$ cat config.mk
export PLATFORM = sky130hd
export DESIGN_NAME = alu_issue_ctrl
export DESIGN_NICKNAME = d
export VERILOG_FILES = /design/src/rtl/alu_issue_ctrl_pkg.sv /design/src/rtl/alu_issue_ctrl_branch_lut.sv /design/src/rtl/alu_issue_ctrl.sv
export SDC_FILE = /design/constraint.sdc
export NUM_CORES = 1
export LEC_CHECK = 0
export BUFFER_PORTS_ARGS = -buffer_cell sky130_fd_sc_hd__buf_2
export CAP_MARGIN = 5
export CORE_ASPECT_RATIO = 1.75
export CORE_MARGIN = 3
export CORE_UTILIZATION = 45
export DETAILED_ROUTE_END_ITERATION = 10
export PLACE_DENSITY = 0.68
export REMOVE_ABC_BUFFERS = 1
export SLEW_MARGIN = 0
export SYNTH_ARGS = -nofsm -noshare
export SYNTH_HDL_FRONTEND = slang
export SYNTH_HIERARCHICAL = 1
export SYNTH_SLANG_ARGS = --single-unit
$ cat constraint.sdc
create_clock -name Clk -period 1.7 [get_ports Clk]
set_input_delay 0.17 -clock Clk [delete_from_list [all_inputs] [get_ports Clk]]
set_output_delay 0.17 -clock Clk [all_outputs]
set_load 0.01 [all_outputs]
$ cat src/rtl/alu_issue_ctrl_pkg.sv
// Shared types for the ALU issue sequencer:
// opcodes, write-source codes, FSM states, decode.
package alu_issue_ctrl_pkg;

  typedef enum logic [3:0] {
    OP_ADD     = 4'd0,
    OP_SUB     = 4'd1,
    OP_AND     = 4'd2,
    OP_XOR     = 4'd3,
    OP_OR      = 4'd4,
    OP_SHL     = 4'd5,
    OP_SHR     = 4'd6,
    OP_ADDI    = 4'd7,
    OP_MOVTO   = 4'd8,
    OP_MOVFROM = 4'd9,
    OP_LDR     = 4'd10,
    OP_STR     = 4'd11,
    OP_BEQ     = 4'd12,
    OP_BNE     = 4'd13,
    OP_NOP     = 4'd14,
    OP_HALT    = 4'd15
  } opcode_e;

  localparam logic [1:0] WRSRC_ALU = 2'd0;
  localparam logic [1:0] WRSRC_MEM = 2'd1;
  localparam logic [1:0] WRSRC_RDB = 2'd2;
  localparam logic [1:0] WRSRC_RDA = 2'd3;

  typedef enum logic [2:0] {
    ST_IDLE   = 3'd0,
    ST_FETCH  = 3'd1,
    ST_EXEC   = 3'd2,
    ST_MEM    = 3'd3,
    ST_HALTED = 3'd4
  } state_e;

  typedef struct packed {
    logic [3:0] op;
    logic       wr;
    logic [2:0] waddr;
    logic [1:0] wsrc;
    logic       req;
    logic       store;
  } dec_t;

  // Control bundle loaded into the EXEC output registers.
  function automatic dec_t decode(
    input logic [3:0] opc,
    input logic [2:0] rb
  );
    dec_t    d;
    opcode_e op;
    op = opcode_e'(opc);
    d  = '0;
    unique case (1'b1)
      (op <= OP_ADDI): begin
        d.op   = opc;
        d.wr   = 1'b1;
        d.wsrc = WRSRC_ALU;
      end
      (op == OP_MOVTO): begin
        d.wr    = 1'b1;
        d.waddr = rb;
        d.wsrc  = WRSRC_RDA;
      end
      (op == OP_MOVFROM): begin
        d.wr   = 1'b1;
        d.wsrc = WRSRC_RDB;
      end
      (op == OP_LDR): begin
        d.req  = 1'b1;
        d.wsrc = WRSRC_MEM;
      end
      (op == OP_STR): begin
        d.req   = 1'b1;
        d.store = 1'b1;
      end
      (op == OP_BEQ) || (op == OP_BNE): begin
        d.op = OP_SUB;
      end
      default: d = '0;
    endcase
    return d;
  endfunction

endpackage

$ cat src/rtl/alu_issue_ctrl_branch_lut.sv
// Branch target table: eight fixed PC targets
// selected by the Rb field of a BEQ/BNE.
module alu_issue_ctrl_branch_lut
  import alu_issue_ctrl_pkg::*;
#(
  parameter int PW = 10
) (
  input  logic [2:0]    sel,
  output logic [PW-1:0] target
);

  // Pure lookup, no state.
  always_comb begin
    target = '0;
    unique case (sel)
      3'd0: target = PW'(10'h000);
      3'd1: target = PW'(10'h020);
      3'd2: target = PW'(10'h040);
      3'd3: target = PW'(10'h080);
      3'd4: target = PW'(10'h100);
      3'd5: target = PW'(10'h200);
      3'd6: target = PW'(10'h3F0);
      3'd7: target = PW'(10'h3FF);
      default: target = '0;
    endcase
  end

endmodule

$ cat src/rtl/alu_issue_ctrl.sv
// Multi-cycle issue sequencer between a synchronous
// instruction ROM and the ALU / register file.
module alu_issue_ctrl
  import alu_issue_ctrl_pkg::*;
#(
  parameter int PW = 10,
  parameter int IW = 9
) (
  input  logic          Clk,
  input  logic          Reset,
  input  logic          Start,
  output logic          Done,
  output logic [PW-1:0] ProgCtr,
  input  logic [IW-1:0] InstIn,
  output logic [3:0]    Operand,
  output logic [4:0]    Immediate,
  output logic [2:0]    RegAddrA,
  output logic [2:0]    RegAddrB,
  output logic          RegWrEn,
  output logic [2:0]    RegWrAddr,
  output logic [1:0]    WrSrc,
  output logic          MemReq,
  output logic          MemWrite,
  input  logic          MemAck,
  input  logic          Zero,
  input  logic          Equal
);

  state_e        state;
  logic [PW-1:0] pc;
  logic [PW-1:0] pc_nxt;
  logic [PW-1:0] pc_inc;
  logic [PW-1:0] target;
  logic [IW-1:0] ir;
  logic          wr_q;
  opcode_e       op;
  dec_t          dec;
  logic          is_mem;
  logic          is_halt;
  logic          br_taken;
  logic          ld_ack;

  alu_issue_ctrl_branch_lut #(
    .PW(PW)
  ) branch_lut (
    .sel   (ir[4:2]),
    .target(target)
  );

  // Instruction field decode and flag evaluation.
  always_comb begin
    op       = opcode_e'(ir[8:5]);
    dec      = decode(InstIn[8:5], InstIn[4:2]);
    is_mem   = (op == OP_LDR) || (op == OP_STR);
    is_halt  = (op == OP_HALT);
    br_taken = ((op == OP_BEQ) && Equal)
            || ((op == OP_BNE) && !Zero);
    ld_ack   = (state == ST_MEM) && MemAck && !MemWrite;
    pc_inc   = pc + PW'(1);
  end

  // Next PC; the ROM address leads the PC register by
  // one cycle so the word is ready when FETCH ends.
  always_comb begin
    pc_nxt = pc;
    unique case (state)
      ST_IDLE, ST_HALTED: begin
        if (Start) pc_nxt = '0;
      end
      ST_EXEC: begin
        if (br_taken) pc_nxt = target;
        else if (!is_mem && !is_halt) pc_nxt = pc_inc;
      end
      ST_MEM: begin
        if (MemAck) pc_nxt = pc_inc;
      end
      default: pc_nxt = pc;
    endcase
  end

  // Load writeback fires in the ack cycle itself.
  always_comb begin
    ProgCtr   = pc_nxt;
    Immediate = ir[4:0];
    RegAddrA  = '0;
    RegAddrB  = ir[4:2];
    RegWrEn   = wr_q || ld_ack;
  end

  // Sequencer FSM with registered control outputs.
  always_ff @(posedge Clk) begin
    if (Reset) begin
      state     <= ST_IDLE;
      pc        <= '0;
      ir        <= '0;
      Done      <= 1'b0;
      Operand   <= '0;
      wr_q      <= 1'b0;
      RegWrAddr <= '0;
      WrSrc     <= '0;
      MemReq    <= 1'b0;
      MemWrite  <= 1'b0;
    end else begin
      pc   <= pc_nxt;
      wr_q <= 1'b0;
      unique case (state)
        ST_IDLE: begin
          if (Start) state <= ST_FETCH;
        end
        ST_FETCH: begin
          state     <= ST_EXEC;
          ir        <= InstIn;
          Operand   <= dec.op;
          wr_q      <= dec.wr;
          RegWrAddr <= dec.waddr;
          WrSrc     <= dec.wsrc;
          MemReq    <= dec.req;
          MemWrite  <= dec.store;
        end
        ST_EXEC: begin
          if (is_mem) begin
            state <= ST_MEM;
          end else if (is_halt) begin
            state <= ST_HALTED;
            Done  <= 1'b1;
          end else begin
            state <= ST_FETCH;
          end
        end
        ST_MEM: begin
          if (MemAck) begin
            state    <= ST_FETCH;
            MemReq   <= 1'b0;
            MemWrite <= 1'b0;
          end
        end
        ST_HALTED: begin
          if (Start) begin
            state <= ST_FETCH;
            Done  <= 1'b0;
          end
        end
        default: state <= ST_IDLE;
      endcase
    end
  end

endmodule

After elaboration in Yosys (flattened, before gate mapping). Memory sizes are Yosys's and may differ from the RTL's. A register that Yosys moved wholly into a read port is not among the register bits. Cells that the tools add are included.

Add/sub/neg operators: 1. Reduce and logical (&&, ||, !) cells: 23. Order comparisons: 1. Equality and inequality tests: 20. Mux-type cells: 25. Bitwise logic cells: 1.

Operators with widths (number): equality test 4 bit, second input constant (11); 2-to-1 mux 10 bit (4); one-hot mux 10 bit (3 select lines) (1); 2-to-1 mux 3 bit (7); one-hot mux 3 bit (4 select lines) (1); adder 10 x 1 -> 10 bit, second input constant (1); != test 2 bit, second input constant (4); one-hot mux 4 bit (2 select lines) (1); 2-to-1 mux 1 bit (7); equality test 3 x 2 -> 1 bit, second input constant (2); one-hot mux 1 bit (2 select lines) (3); one-hot mux 2 bit (3 select lines) (1); OR reduction 2 bit (3); logical AND 1 bit (5); <= comparator 4 x 3 -> 1 bit, second input constant (1); logical NOT 1 bit (4); logical OR 1 bit (4); AND reduction 2 bit (2); AND reduction 4 bit (1); nonzero test 2 bit (2); equality test 3 x 1 -> 1 bit, second input constant (1); equality test 3 bit, second input constant (1); logical NOT 3 bit (1); OR reduction 3 bit (1); 2 further kinds (2).

Input port bits: 15. Word-level logic and storage cells: 82. Memory bits (read-only): 80. Memories kept: 1. Bits in registers: 35.

Memories: (no name shown) (depth 8, bits a word 10, read ports 1, clocked after Yosys merged registers in 1, write ports 0, line alu_issue_ctrl_branch_lut.sv:15) `unique case (sel)`.

Depth between registers and ports, before layout.
Word-level depth: 7. Depth in mapped cells: 7.

Cells and area by module. Netlist, hierarchy kept.

Modules (own cells, without submodules): alu_issue_ctrl (instances 1, area an instance 2052.0 um^2, cells an instance 263, seq. area each 700.7 um^2); alu_issue_ctrl_branch_lut (instances 1, area an instance 85.1 um^2, cells an instance 13, seq. area each 0.0 um^2).

Worst setup path after synthesis. OpenSTA, ideal clock, no wires.

Kind: reg2reg. Start point: register pc[0]. End point: register pc[6]. Required time: 1.634 ns. Library setup time: 0.066 ns. Arrival time: 1.527 ns. Stages on the path, launching flop included: 7. Setup slack: 0.107 ns. Cells stage by stage: dfxtp_1 > ha_1 > and4_1 > o211ai_1 > xor2_1 > o221ai_1 > nor2b_1.

Cells in the longest elaborated chain, start to end: 4.

RTL lines: start: declaration (line alu_issue_ctrl.sv:30) `logic [PW-1:0] pc;`; start signal: assignment (line alu_issue_ctrl.sv:104) `pc <= pc_nxt;`; adder 10 x 1 -> 10 bit * (line alu_issue_ctrl.sv:59) `pc_inc = pc + PW'(1);`; 2-to-1 mux 10 bit (line alu_issue_ctrl.sv:72) `else if (!is_mem && !is_halt) pc_nxt = pc_inc;`; 2-to-1 mux 10 bit (line alu_issue_ctrl.sv:71) `if (br_taken) pc_nxt = target;`; one-hot mux 10 bit (3 select lines) * (line alu_issue_ctrl.sv:66) `unique case (state)`; via ProgCtr[6] (line alu_issue_ctrl.sv:13) `output logic [PW-1:0] ProgCtr,`.

The timed path passes the listed nets; every way through them passes the cells marked *. A chain may end at the register's enable or synchronous reset.

Worst setup path after layout.
Start point: register pc[1]. End point: output port ProgCtr[8].

Cells in the longest elaborated chain, start to end: 4.

RTL lines (line): adder 10 x 1 -> 10 bit * (alu_issue_ctrl.sv:59); 2-to-1 mux 10 bit (alu_issue_ctrl.sv:72); 2-to-1 mux 10 bit (alu_issue_ctrl.sv:71); one-hot mux 10 bit (3 select lines) * (alu_issue_ctrl.sv:66); end: declaration (alu_issue_ctrl.sv:13).

Mark *: on every way between the ends. The rest lies on a longest branch, timed or not.

==> impl_metrics.py <==
metrics = {
    "outcome": {
        "status": "finished with violations",
        "failed_checks": "setup timing",
    },
    "setup_path": {
        "crit_arrival_ns": 1.75,
        "worst-setup-path-type": "reg -> out",
        "cp_max_fo": 4,
        "cp_slowest_cell": "dfxtp_4",
        "start_kind": "register",
        "critPathMaxStageDelay_ns": 0.37,
        "required_ns": 1.53,
        "crit_chain": "ha_4 -> nand4_1 -> a211oi_2 -> xnor2_1 -> a21o_1 -> nand2_1 -> buf_2",
        "ff2ff_path_depth": 7,
        "setup.worst_path.end_class": "output pin",
    },
    "routing": {
        "drc": 0,
        "viasPerCell": 5.74,
        "num_vias": 2237,
        "routedWlPerCell_um": 15.5,
        "totalWireLength_um": 6060,
        "detail_route.iter0.violations": 45,
        "first_pass_iters": 7,
        "ant_nets": 0,
    },
    "layout": {
        "drive_gt1_frac": 0.419,
        "antennaDiodeCount": 0,
        "syn2layout_area_growth_pct": 31.0,
        "fin_area_um2": 2800,
        "finalNetCount": 354,
        "nFillCells": 410,
        "final_cells": 390,
    },
    "synth": {
        "async_flop_share": 0,
        "netlist_instances": 276,
        "synth_common_cells": "nand2_1 (41), dfxtp_1 (35), a21oi_1 (25)",
        "post-synth-top-count-cell": "nand2_1",
        "yosys_warnings": 6,
        "yosys.area.top_type": "dfxtp_1",
        "ys_seq_area_frac": 0.328,
        "synth_top_flop_cell": "dfxtp_1",
        "synth_cell_types": 55,
        "syn_area_um2": 2140,
        "yosysTopAreaCellShare": 0.328,
        "synth-edff-count": 0,
        "avgSynthCellArea_um2": 7.74,
        "synth_seq_cells": 35,
        "synth_area_leaders": "dfxtp_1 (33%), nand2_1 (7.2%), a21oi_1 (5.9%)",
    },
    "power": {
        "powerDensity_nw_per_um2": 633,
        "vdd.ir_drop.worst_uv": 604,
        "combPwrFrac": 0.155,
        "clkPwrFrac": 0.357,
        "pwr-share-seq": 0.488,
        "swShare": 0.294,
        "p_int_uw": 1250,
        "netSwitchingPower_uw": 522,
        "power.total_uw": 1770,
        "p_leak_uw": 0.00115,
    },
    "global_route": {
        "grt_start_max_net_pins": 21,
        "use_met3": 0.0426,
        "grtUsageTotal": 0.221,
        "grt_pass1_vias": 2191,
        "use_met1": 0.233,
        "grt.busiest_layer": "met2",
        "overflow": 0,
        "grt_pass1_wl_um": 9920,
        "use_met2": 0.398,
        "antenna_found_initial": 0,
    },
    "sta": {
        "final-setup-viol-count": 10,
        "setup_slack_ns": -0.218,
        "setup_tns_ns": -1.73,
        "hold_viol_final": 0,
        "timing.slew.headroom": 0.648,
        "min_period_ns": 1.92,
        "worst_pin_slew_ns": 0.523,
        "rsz0062_at_grt": "yes",
        "skew_ns": 0.00388,
        "slew_viol_final": 0,
        "post-route-period-util": 1.13,
        "fmax_mhz": 521,
    },
    "clocking": {
        "ctsRootBufferMaster": "clkbuf_8",
        "clk_latency_ns": 0.29,
        "clock-sinks": 35,
        "cts_max_level": 2,
        "cts_tree": "yes",
        "cts_max_path_buffers": 2,
        "clk_pin_slew_ns": 0.08,
        "cts_buffers": 5,
    },
    "floorplan": {
        "io_pins": 49,
        "die_area_um2": 5640,
        "die_w_um": 58.1,
        "fp.dieH_um": 97.2,
        "start_util": 0.477,
        "coreArea_um2": 4480,
        "fp-row-count": 32,
    },
    "placed_design": {
        "hpwl_um": 4340,
        "placedCellCount": 375,
        "post_dp_cell_area_um2": 2480,
        "portBuffers": 45,
        "place_congestion": 0.828,
        "post-place-ws_ns": -0.00135,
    },
    "flow_run": {
        "drv_cap": 0,
    },
    "worst_hold_path": {
        "min_path_cells": 3,
        "hp-class": "in -> reg",
    },
}
[kinds of logic after synthesis]
logic type,Yosys count,synth area share
XOR/XNOR,9,0.0369
adder cells (fa/ha/maj),1,0.00585
other,1,0.00175
buffers and inverters,31,0.0866
AND/OR/NAND/NOR,118,0.285
AO/OA/AOI/OAI,80,0.251
multiplexers,1,0.00468
flip-flops,35,0.328
[stage by stage]
step / utilization / hold WS, ns
2_1_floorplan: - / 0.239
3_3_place_gp: 0.554 / 0.413
3_5_place_dp: 0.554 / 0.417
4_1_cts: 0.607 / 0.103
5_1_grt: 0.624 / 0.118
6_report: 0.624 / 0.112
[area by class of cell]
type | instances | area (um2) | share of cell area
Multi-Input combinational cell | 212 | 1390 | 0.496
Clock buffer | 5 | 68.8 | 0.0246
Sequential cell | 35 | 726 | 0.259
Tap cell | 51 | 63.8 | 0.0228
Timing Repair Buffer | 83 | 526 | 0.188
Clock inverter | 3 | 23.8 | 0.00849
Inverter | 1 | 3.75 | 0.00134
[worst paths after layout]
kind	from	end	slack, ns
min reg2reg	Operand[1]$_SDFFE_PP0P_	Operand[1]$_SDFFE_PP0P_	0.45
min	InstIn[0]	ir[0]$_SDFFE_PP0P_	0.11
max	pc[1]$_SDFF_PP0_	ProgCtr[8]	-0.22
max reg2reg	state[0]$_SDFFE_PP0P_	WrSrc[0]$_SDFFE_PP0P_	0.17
[metal layers]
layer,up-vias,wire length (um)
met4,0,275
met3,26,250
met2,68,3200
li1,1094,-
met1,1049,2340
met5,-,0
[sequential cells by signal, indices dropped and copies added, names as in the netlist, 2 cells and up]
name and count:
state 3, ir 9, Operand 4, WrSrc 2, RegWrAddr 3, pc 10
[cells in the final DEF (no fill, tap or decap), types with 3 or more instances in the layout]
cell	instances
buf_2	45
nand2_1	40
buf_4	34
a21oi_1	22
dfxtp_1	21
nor2_1	17
dfxtp_2	11
nand2b_1	9
nand3_1	8
nor3_1	7
o21ai_1	7
o21ai_0	7
xnor2_1	5
a22oi_1	5
clkbuf_8	5
nand3b_1	4
xor2_1	4
o21a_1	4
buf_6	4
nand4_1	3
a211oi_2	3
nor2b_2	3
a21oi_2	3
o21ai_2	3
o21bai_1	3
a31oi_1	3
nor2b_1	3
conb_1	3
dfxtp_4	3
[worst max-delay path, delay by kind of cell (launching register included)]
kind	cells	cell delay, ns
adder cells (fa/ha/maj)	1	0.14
XOR/XNOR	1	0.14
AND/OR/NAND/NOR	2	0.26
buffers and inverters	1	0.14
AO/OA/AOI/OAI	2	0.39
flip-flops	1	0.37
[power by group through the flow]
stage          Sequential, uW  Clock [uW]  Combinational [uW]
2_1_floorplan             894           0                 107
3_3_place_gp              882           0                 243
3_5_place_dp              884           0                 245
4_1_cts                   868         652                 267
5_1_grt                   869         681                 301
6_report                  865         632                 276
[repair_timing]
action / 4_1_cts / 5_1_grt
setup buffers: 3 / 4
pin swaps: 12 / 8
hold buffers: 0 / 0
gates resized for setup: 39 / 19
setup endpoints to repair: 11 / 11
(Power assumes the default switching activity.)
